--- config.mk ---
export PLATFORM = sky130hd
export DESIGN_NAME = uart_tx_arbiter
export DESIGN_NICKNAME = d
export VERILOG_FILES = /design/src/rtl/uart_tx_arbiter.sv
export SDC_FILE = /design/constraint.sdc
export NUM_CORES = 1
export LEC_CHECK = 0
export ABC_AREA = 1
export CORE_ASPECT_RATIO = 0.5
export CORE_MARGIN = 1.5
export CORE_UTILIZATION = 35
export DETAILED_ROUTE_END_ITERATION = 8
export GPL_TIMING_DRIVEN = 0
export HOLD_SLACK_MARGIN = 0.03
export PLACE_DENSITY = 0.79
export SLEW_MARGIN = 40
export SYNTH_ARGS = -nofsm -noshare
export SYNTH_HDL_FRONTEND = slang
export SYNTH_SLANG_ARGS = --single-unit
--- constraint.sdc ---
create_clock -name clock -period 1.75 [get_ports clock]
set_input_delay 0.35 -clock clock [delete_from_list [all_inputs] [get_ports clock]]
set_output_delay 0.35 -clock clock [all_outputs]
set_load 0.03 [all_outputs]
--- src/rtl/uart_tx_arbiter.sv ---
// Round-robin, packet-locked arbiter that shares one byte-wide UART transmit port
// between several requesters; new bytes launch only while the synchronized CTS is active.
module uart_tx_arbiter #(
    parameter int P_NUM_REQ   = 4,
    parameter int P_MAX_BURST = 16
) (
    input  logic                   clock,
    input  logic                   reset,
    input  logic [8*P_NUM_REQ-1:0] i_req_data,
    input  logic [P_NUM_REQ-1:0]   i_req_valid,
    input  logic [P_NUM_REQ-1:0]   i_req_last,
    output logic [P_NUM_REQ-1:0]   o_req_ready,
    output logic [7:0]             o_tx_data,
    output logic                   o_tx_valid,
    input  logic                   i_tx_ready,
    input  logic                   i_uart_cts,
    output logic [P_NUM_REQ-1:0]   o_grant,
    output logic                   o_busy
);
    localparam int W = $clog2(P_NUM_REQ);

    typedef enum logic {IDLE, GRANT} state_t;

    state_t       state;
    state_t       next_state;
    logic [W-1:0] pointer;
    logic [W-1:0] sel;
    logic         sel_found;
    logic [1:0]   cts_sync;
    logic         cts_ok;
    logic [7:0]   burst_cnt;
    logic         buf_valid;
    logic [7:0]   buf_data;
    logic         can_load;
    logic         grant_valid;
    logic         grant_last;
    logic [7:0]   grant_data;
    logic         accept;
    logic         cap_hit;
    logic         release_grant;

    assign cts_ok        = ~cts_sync[1];
    assign can_load      = ~buf_valid | i_tx_ready;
    assign accept        = (state == GRANT) && cts_ok && can_load && grant_valid;
    assign cap_hit       = (P_MAX_BURST != 0) && (({1'b0, burst_cnt} + 9'd1) == 9'(P_MAX_BURST));
    assign release_grant = accept && (grant_last || cap_hit);

    always_comb begin
        grant_valid = 1'b0;
        grant_last  = 1'b0;
        grant_data  = '0;
        for (int k = 0; k < P_NUM_REQ; k++) begin
            if (pointer == W'(k)) begin
                grant_valid = i_req_valid[k];
                grant_last  = i_req_last[k];
                grant_data  = i_req_data[8*k +: 8];
            end
        end
    end

    // Lowest index above the pointer wins; otherwise wrap to the lowest index at or below it.
    always_comb begin
        sel       = pointer;
        sel_found = 1'b0;
        for (int k = P_NUM_REQ - 1; k >= 0; k--) begin
            if (i_req_valid[k] && (k <= int'(pointer))) begin
                sel       = W'(k);
                sel_found = 1'b1;
            end
        end
        for (int k = P_NUM_REQ - 1; k >= 0; k--) begin
            if (i_req_valid[k] && (k > int'(pointer))) begin
                sel       = W'(k);
                sel_found = 1'b1;
            end
        end
    end

    always_ff @(posedge clock) begin
        if (reset) begin
            state <= IDLE;
        end else begin
            state <= next_state;
        end
    end

    always_comb begin
        next_state = state;
        case (state)
            IDLE:    if (sel_found && cts_ok) next_state = GRANT;
            GRANT:   if (release_grant) next_state = IDLE;
            default: next_state = IDLE;
        endcase
    end

    always_comb begin
        o_grant     = '0;
        o_req_ready = '0;
        if (state == GRANT) begin
            for (int k = 0; k < P_NUM_REQ; k++) begin
                if (pointer == W'(k)) begin
                    o_grant[k]     = 1'b1;
                    o_req_ready[k] = cts_ok && can_load;
                end
            end
        end
        o_busy     = (state != IDLE) || buf_valid;
        o_tx_valid = buf_valid;
        o_tx_data  = buf_data;
    end

    // The single output buffer refills in the same cycle it drains, giving one byte per cycle.
    always_ff @(posedge clock) begin
        if (reset) begin
            cts_sync  <= 2'b11;
            pointer   <= W'(P_NUM_REQ - 1);
            burst_cnt <= '0;
            buf_valid <= 1'b0;
            buf_data  <= '0;
        end else begin
            cts_sync <= {cts_sync[0], i_uart_cts};
            if (state == IDLE && next_state == GRANT) begin
                pointer   <= sel;
                burst_cnt <= '0;
            end else if (accept) begin
                burst_cnt <= burst_cnt + 8'd1;
            end
            if (accept) begin
                buf_valid <= 1'b1;
                buf_data  <= grant_data;
            end else if (i_tx_ready) begin
                buf_valid <= 1'b0;
            end
        end
    end
endmodule

==> Word level (Yosys, flattened, before mapping) <==
Cells that the tools add are included.
{ "op_classes": {"addsub": 2, "multipliers": 0, "n_div": 0, "order_cmp": 6, "eq_ne": 4, "shifts": 0, "muxes": 41, "n_bitwise": 4, "reduce_logical": 20} }
{ "ops": {"columns": ["op", "count"], "rows": [
  ["$mux W8", 4],
  ["$mux W1", 27],
  ["$mux W2", 7],
  ["$logic_and A1 B1 Y1", 13],
  ["$add A8 B1 Y9 const B", 1],
  ["$eq A9 B5 Y1 const B", 1],
  ["$add A8 B1 Y8 const B", 1],
  ["$mux W4", 2],
  ["$reduce_bool A7 Y1", 1],
  ["$eq A2 B2 Y1 const B", 2],
  ["$gt A2 B2 Y1 const A", 2],
  ["$le A2 B2 Y1 const A", 2],
  ["$not A1 Y1", 3],
  ["$eq A2 B1 Y1 const B", 1],
  ["$gt A1 B2 Y1 const A", 1],
  ["$le A1 B2 Y1 const A", 1],
  ["$logic_not A2 Y1", 1],
  ["$logic_or A1 B1 Y1", 2],
  ["$pmux W1 S2", 1],
  ["$reduce_and A2 Y1", 1],
  ["$reduce_bool A2 Y1", 1],
  ["$reduce_or A2 Y1", 1],
  ["$or A1 B1 Y1", 1]
]} }
{ "word_totals": {"reg_bits": 22, "latch_bits": 0, "ramBits": 0, "romBits": 0, "in_bits": 44, "out_inout_bits": 18, "elab_cells": 83, "mem_count": 0} }

==> Logic depth before layout (Yosys ltp) <==
{ "depth": {"word_depth": 14, "mapped_depth": 12, "mapped_depth_nobuf": 11} }

==> Worst setup path after synthesis <==
OpenSTA, ideal clock, no wires.
{ "synth_timing": {"path_type": "reg2out", "start": "reg pointer[1]", "end": "out o_req_ready[2]", "arrival_time_ps": 1404, "required_time_ps": 1400, "path_slack_ps": -4, "stages_incl_launch_ff": 6, "path_buffers": 1, "path_cell_list": "dfxtp_1 -> inv_2 -> buf_2 -> nor2_2 -> inv_1 -> nor2_1"} }
{ "synth_via": {"elab_chain_cells": 3} }
{ "synth_rtl": {"columns": ["element", "line_no", "rtl"], "rows": [
  ["start, declared", "26", "logic [W-1:0] pointer;"],
  ["start signal, assigned", "116", "pointer <= W'(P_NUM_REQ - 1);"],
  ["start signal, assigned", "123", "pointer <= sel;"],
  ["$eq A2 B2 Y1", "101", "if (pointer == W'(k)) begin"],
  ["$mux W1", "101", null],
  ["$mux W4", "99", "if (state == GRANT) begin"],
  ["end, declared", "12", "output logic [P_NUM_REQ-1:0] o_req_ready,"]
]} }
Every way passes these cells.

==> Worst setup path after layout <==
{ "layout_timing": {"start": "reg pointer[1]", "end": "out o_grant[0]"} }
{ "layout_via": {"elab_chain_cells": 3} }
{ "layout_rtl": {"columns": ["element", "line_no", "rtl"], "rows": [
  ["$logic_not A2 Y1", "101", null],
  ["$mux W1", "101", null],
  ["$mux W4", "99", null],
  ["end, declared", "17", "output logic [P_NUM_REQ-1:0] o_grant,"]
]} }
Every way passes these cells.

==> metrics.csv <==
stage,metric,value,unit
worst_setup_path,cp.arrival,1320,ps
global_routing,grt_pass1_wl,7100,um
yosys,avgSynthCellArea,6.469,um^2
outcome,status,"complete, no violations",
sta,whs,423.4,ps
yosys,synth_top_area_share,30.53,%
global_routing,antenna_found_initial,0,
final_layout,final_cell_mix,"nand2_1 (62), clkdlybuf4s50_1 (51), nor2_1 (36)",
routing,drtIter0Drc,68,
min_path,min_path_type,flip-flop to flip-flop,
routing,ant_nets,0,
clocking,cts_root_buffer,clkbuf_8,
power_and_ir_drop,power_density,485.0,nW/um^2
final_layout,final_nets,341,
sta,finalSetupTns,0,ps
sta,clock_skew,1.504,ps
placement,dpl.hpwl,3300,um
final_layout,area_growth,54.29,%
power_and_ir_drop,power_switching,0.2846,mW
routing,drt_wl_total,4252,um
clocking,worstSkewPairLatency,260,ps
floorplanning,fp-row-count,16,
worst_setup_path,required,1400,ps
floorplanning,fp.dieH,48.40,um
yosys,ys_seq_area_share,30.53,%
power_and_ir_drop,p_clk_share,29.1,%
yosys,synthTopCellsByArea,"dfxtp_1 (31%), nand2_1 (16%), nor2_1 (9.9%)",
clocking,cts-hold-fix-buffers,0,
sta,fmax,597.5,MHz
sta,slew_headroom,69.78,%
power_and_ir_drop,internal-power,0.7949,mW
placement,io_buffers,61,
floorplanning,die_width,93.80,um
job,cap_viol_max_count,0,
sta,rsz0062_at_grt,yes,
final_layout,instances_no_fill,347,
power_and_ir_drop,p_leak,0.8725,nW
placement,routabilityCongestion,0.9155,
yosys,yosys_warnings,0,
worst_setup_path,path_max_fanout,7,
sta,tightest_slew,453.3,ps
clocking,cts_sinks,22,
sta,setup_ws,76.32,ps
floorplanning,start_util,36.77,%
global_routing,grtUsageTotal,19.51,%
power_and_ir_drop,power_frac_comb,23.1,%
yosys,syn_area,1443,um^2
worst_setup_path,crit_path_start_kind,flip-flop,
clocking,numCtsBuffers,3,
clocking,clock_path_buffers,2,
global_routing,grt-ovfl-total,0,
sta,period_needed,1674,ps
global_routing,grt_pass1_vias,1642,
final_layout,final_common_cell,nand2_1,
placement,placed_area,2121,um^2
sta,report.final.slew_viol_count,0,
final_layout,n_antenna_cell,0,
yosys,syn-num-nets,269,
power_and_ir_drop,p_sw_share,26.36,%
clocking,cts_max_level,1,
floorplanning,dieArea,4539,um^2
global_routing,grt_max_degree,12,
routing,via_per_inst,4.957,
final_layout,postLayoutCellArea,2226,um^2
sta,setup_viol,0,
routing,drc,0,
final_layout,layout-drive-gt1-share,17.75,%
worst_setup_path,regToRegSetupSlack,110,ps
sta,hold_violations,0,
routing,dr.pass1.iters,4,
power_and_ir_drop,seq_power_share,47.8,%
yosys,synth_cell_types,26,
placement,dp.cells,338,
clocking,clk_pin_slew,80,ps
clocking,cts_tree,built,
worst_setup_path,end_kind,output port,
routing,vias,1720,
routing,wire_per_inst,12.25,um
power_and_ir_drop,ir_worst_vdd,0.2504,mV
yosys,synth_top_area_cell,dfxtp_1,
yosys,synth_cells,223,
floorplanning,pin_count,62,
placement,dp_slack,-651.0,ps
floorplanning,core,3924,um^2
sta,post-route-period-util,95.64,%
yosys,ys_seq_elements,22,
worst_setup_path,path_class,flip-flop to output port,
cell usage after synthesis:
cell / instances
nor2_1: 38
o221ai_2: 1
a21oi_2: 8
nand2_1: 62
clkbuf_1: 2
dfxtp_1: 22
buf_6: 2
ha_1: 2
or2_2: 4
nand3_1: 16
a21boi_1: 1
xnor2_1: 2
a21oi_1: 3
nand4_1: 10
nor3_4: 1
o21ai_0: 15
a21oi_4: 1
nand2_4: 2
nor2_2: 2
nand2_2: 3
buf_2: 3
inv_1: 15
inv_2: 3
buf_4: 1
a31oi_1: 2
o21bai_1: 2
timing repair:
item	in CTS	in global routing
pin swaps	5	1
resized for setup	46	8
setup endpoints to repair	10	10
buffers inserted	4	2
endpoints found under the hold margin	0	0
registers in the layout, indices dropped and copies added, names as in the netlist:
| signal | count |
|---|---|
| o_tx_data | 8 |
| burst_cnt | 8 |
| o_tx_valid | 1 |
| pointer | 2 |
| state | 1 |
| cts_sync | 2 |
power groups by stage:
stage / combinational [mW] / clock [mW] / sequential [mW]
after floorplan: 0.103 / 0 / 0.529
after global placement: 0.237 / 0 / 0.527
after detailed placement: 0.242 / 0 / 0.527
after CTS: 0.246 / 0.316 / 0.515
after global routing: 0.269 / 0.343 / 0.517
final: 0.249 / 0.315 / 0.516
per-layer routing:
layer  part of all wire (%)  vias to the layer above  routed length, um  global-route usage (%)
met2                     48                       62               2054                   33.82
li1                       -                      862                  -                       -
met1                     45                      792               1926                   25.17
met5                      0                        -                  0                       0
met4                   0.89                        0                 38                   3.731
met3                    5.5                        4                233                   4.245
final cells by class:
cell class                 instances  area [um^2]
tap                               54        67.56
clock buffer                       3        41.29
inverter                          18        67.56
buffer                             8        62.56
timing repair buffer              67        649.4
multi-input combinational        175        892.1
fill                             378         1698
sequential                        22        445.4
stage by stage:
stage               util (%)  power [mW]
floorplan                  -      0.6319
global placement       54.05      0.7636
detailed placement     54.05      0.7688
CTS                    55.96       1.077
global route           56.73       1.129
finish                 56.73       1.079
path summary, 6_finish.rpt:
check | cells after the start | from | end
setup reg to reg | 10 | o_tx_valid$_SDFFE_PP0P_ | burst_cnt[3]$_SDFFE_PP0P_
setup / recovery | 4 | pointer[1]$_SDFFE_PP1P_ | o_grant[0]
hold / removal | 1 | cts_sync[0]$_SDFF_PP1_ | cts_sync[1]$_SDFF_PP1_
hold reg to reg | 1 | cts_sync[0]$_SDFF_PP1_ | cts_sync[1]$_SDFF_PP1_
worst max-delay path, cell delays in order, from the launching register on:
cell and delay [ps]:
dfxtp_4 380, nor2_2 140, inv_2 80, nor2_1 70, dlygate4sd2_1 400
logic make-up after synthesis:
| logic type | synth area share, % |
|---|---|
| buffers and inverters | 8.326 |
| DFF | 30.53 |
| AOI/OAI and AO/OA | 15.70 |
| and+or+nand+nor | 42.50 |
| adders and majority gates | 1.734 |
| xor gates and xnor gates | 1.214 |
Power figures use the tool's default switching activity.
==> variant 1 (same flow settings) <==
Reset style: asynchronous (`reset`), changed in 2 clocked blocks.
--- a/src/rtl/uart_tx_arbiter.sv
+++ b/src/rtl/uart_tx_arbiter.sv
@@ -76,7 +76,7 @@
         end
     end
 
-    always_ff @(posedge clock) begin
+    always_ff @(posedge clock or posedge reset) begin
         if (reset) begin
             state <= IDLE;
         end else begin
@@ -110,7 +110,7 @@
     end
 
     // The single output buffer refills in the same cycle it drains, giving one byte per cycle.
-    always_ff @(posedge clock) begin
+    always_ff @(posedge clock or posedge reset) begin
         if (reset) begin
             cts_sync  <= 2'b11;
             pointer   <= W'(P_NUM_REQ - 1);
Formal check against the unedited RTL: differs if reset is asserted again (counterexample within 4 cycles, from zero or initial values and one cycle with reset high); with reset held inactive, the same outputs for 10 cycles.
==> variant 1 against the original RTL <==
The flow now finishes with violations (negative setup slack). Worst setup slack worse by 90 ps. Via count fell by 3.8%. Register-to-register slack worse by 20 ps. Routed wire length is 3.0% higher. Synthesized area shrank 1.7%. Critical path depth did not move. Sequential share of layout area up 4.1 points. Sequential cell count is the same. Design area rose by 3.3%. Critical path type unchanged. Critical endpoint is now o_grant[3].
Power is left out: it rests on default switching activity, and per cell area and clock period it moved more than threefold.
==> variant 1: results (changes against the original RTL) <==
outcome finished, violations left; failing checks negative setup slack; dominant cells by area after synthesis dfrtp_1 (32%), nand2_1 (18%), nand3_1 (11%); crit start category flip-flop; vias per cell 4.84 (-2.4%); largest net degree at the start of global routing 23 (+11); share of cells above drive strength 1 19.4% (+1.7 points); Synth Area in XOR/XNOR 0% (-1.2 points); Initial DRC Count 101 (+49%); Yosys cell types 24 (-7.7%); Max FO, Critical Path 5 (-2); Skew-Pair Late Insertion Delay 260 ps (about the same); worst r2r src pointer[1]$_DFFE_PP1P_; Fin Clk Skew 4.15 ps (+2.65 ps); number of global-route vias before repair 1373 (-16%); Synth Net Count 257 (-4.5%); slack of the critical path -13.3 ps (-89.6 ps); Hold Path Sink cts_sync[1]$_DFF_PP1_; first-pass GRT wire length 6530 um (-8.0%); Synth top cells by count nand2_1 (69), nand3_1 (30), nor2_1 (19), dfrtp_1 (18), inv_1 (18); Synth async-reset ratio 100% (+100 points); top_reg_cell synth dfrtp_1; CP peak stage delay 630 ps (+230 ps); Nets 335 (-1.8%); Finish-stage setup viols 1 (+1); reg2reg setup slack 90 ps (-20 ps); WL final 4380 um (+3.0%); Worst Min Path Start cts_sync[0]$_DFF_PP1_; WL/cell 12.8 um (+4.5%); drt first pass iters 4 (unchanged); CP Capture Point o_grant[3]; R2R cell count 10 (unchanged); hold crit path type reg2reg; cell family with most CP delay flip-flops; Slew HR 70.6% (+0.82 points); WHS Path Cells 0 (-1); Final GP Congestion 0.814 (-11%); Synth Area in Compound Gates 11.6% (-4.1 points); CP max stage cell dfstp_2; placed cells 326 (-3.6%); GRT Overall Usage 19.0% (-0.49 points); Crit path arrival time 1410 ps (+90 ps); Mapped Cells 211 (-5.4%); fillcell total 341 (-9.8%); Crit Reg-Reg Endpoint burst_cnt[2]$_DFFE_PP0P_; Total Neg Setup Slack -13.3 ps (-13.3 ps); Detail Placement HPWL 3190 um (-3.4%); adder-cell share of the synthesized area 1.77% (+0.031 points); mux cell area share after synthesis 0% (unchanged); sequential share of the synthesized area 39.2% (+8.7 points); total CTS buffers 3 (unchanged); clock slew at reported path FFs 80 ps (about the same)
==> variant 1: layer usage <==
layer | global-route usage [%] | wire length, um
met1 | 25.3 | 2000
met3 | 1.43 | 139
met2 | 35.2 | 2220
met5 | 0 | 0
met4 | 4.55 | 17
==> variant 1: kinds of logic (layout without fill, tap and decap cells) <==
kind of cell	count (synthesis)	count (layout)
compound gates	32	32
fa+ha+maj	2	2
buf+inv	29	106
flops	22	22
simple gates	126	126
==> variant 1: what timing repair did <==
action,4_1_cts,5_1_grt
hold buffers,0,0
endpoints found under the setup margin,9,21
setup buffers,6,5
resized for setup,59,12
pin swaps,6,4
cloned,0,1
==> variant 1: layout make-up <==
cell class              count  area [um2]  share of cell area [%]
multi-input cells         160         758                    33.0
repair buffers             73         687                    29.9
flip-flops and latches     22         556                    24.2
inverters                  23        93.8                    4.08
well taps                  54        67.6                    2.94
plain buffers               6        66.3                    2.88
clock buffers               3        41.3                    1.80
clock inverters             1        30.0                    1.31
==> variant 1: metrics by stage <==
| stage | instance area [um2] | setup WS [ps] | hold slack, ps |
|---|---|---|---|
| final | 2300 | -13.3 | 367 |
| after floorplan | 1420 | 25.9 | 336 |
| after global routing | 2300 | -28.2 | 373 |
| after detailed placement | 2100 | -718 | 357 |
| after CTS | 2230 | -12.0 | 371 |
| after global placement | 2100 | -650 | 347 |
==> variant 2 (same flow settings) <==
Made on the original files. `P_NUM_REQ`: 4 -> 8.
--- a/src/rtl/uart_tx_arbiter.sv
+++ b/src/rtl/uart_tx_arbiter.sv
@@ -1,7 +1,7 @@
 // Round-robin, packet-locked arbiter that shares one byte-wide UART transmit port
 // between several requesters; new bytes launch only while the synchronized CTS is active.
 module uart_tx_arbiter #(
-    parameter int P_NUM_REQ   = 4,
+    parameter int P_NUM_REQ   = 8,
     parameter int P_MAX_BURST = 16
 ) (
     input  logic                   clock,
Interface: changed (5 resized); port bits go from 62 to 110. The function was not compared with the original's and may differ.
==> variant 2 against the original RTL <==
The run now ends with negative setup slack left. Largest power group is now combinational cells. Worst setup slack lost 190 ps. Via count grew 53%. Routed wire length grew 89%. Sequential power grew 6.6%. Largest cell class unchanged. Global-route usage grew 5.1 points. Synthesized area grew 31%. Clock power grew 4%. Design area grew 62%. Sequential cell count grew 1. Power grew 38%. Clock skew is essentially flat. Combinational power grew 150%.
==> variant 2: results (changes against the original RTL) <==
overall power 1.49 mW (+38%); Synth top cells by count nand2_1 (75), nor2_1 (43), nand3_1 (27), dfxtp_1 (23), a21oi_1 (18); met3 wire len 527 um (+130%); adder-cell share of the synthesized area 0.661% (-1.1 points); R2R cell count 11 (+1); Max FO, Critical Path 8 (+1); slack of the critical path -115 ps (-191 ps); failing checks negative setup slack; WL/cell 15.9 um (+30%); post_cts resized 133 (+190%); GRT Overall Usage 24.6% (+5.1 points); Synth Area in XOR/XNOR 2.78% (+1.6 points); internal power 1.03 mW (+29%); Clk. pwr 327 uW (+4%); Setup crit end kind flip-flop; vias per cell 5.22 (+5.3%); CP Capture Point pointer[0]$_SDFFE_PP1P_; Synth Net Count 379 (+41%); Total Neg Setup Slack -935 ps (-935 ps); share of cells above drive strength 1 31.0% (+13 points); placed standard-cell area 3080 um2 (+45%); drt first pass iters 5 (+1); pre-CTS WS -764 ps (-113 ps); Finish-stage setup viols 13 (+13); outcome finished, violations left; first-pass GRT wire length 11000 um (+55%); Initial DRC Count 131 (+93%)
[variant 2: cell types whose count changed after synthesis, sizes merged, moves of 3 or more]
| cell | unedited run | this run |
|---|---|---|
| nand2 | 67 | 78 |
| nand4 | 10 | 13 |
| nand3 | 16 | 30 |
| a221oi | 0 | 6 |
| a211oi | 0 | 7 |
| a21oi | 12 | 18 |
| xor2 | 0 | 3 |
| buf | 6 | 13 |
| nor2 | 40 | 47 |
| o2111ai | 0 | 3 |
[variant 2: worst max-delay path: stages, from the launching register on]
cell	delay (ps)
dfxtp_4	490
buf_6	140
nand3_4	110
nand3_4	90
nand3_2	80
nor2_2	170
nand4_1	150
nand2_2	130
nand2_4	80
clkbuf_16	160
nor2_1	80
a21oi_1	50
[variant 2: final cells by class]
class,instances,area (um2)
Tap cell,70,87.6
Multi-Input combinational cell,236,1470
Clock buffer,4,45.0
Inverter,22,108
Fill cell,414,1460
Sequential cell,23,468
Timing Repair Buffer,138,1290
Buffer,12,148
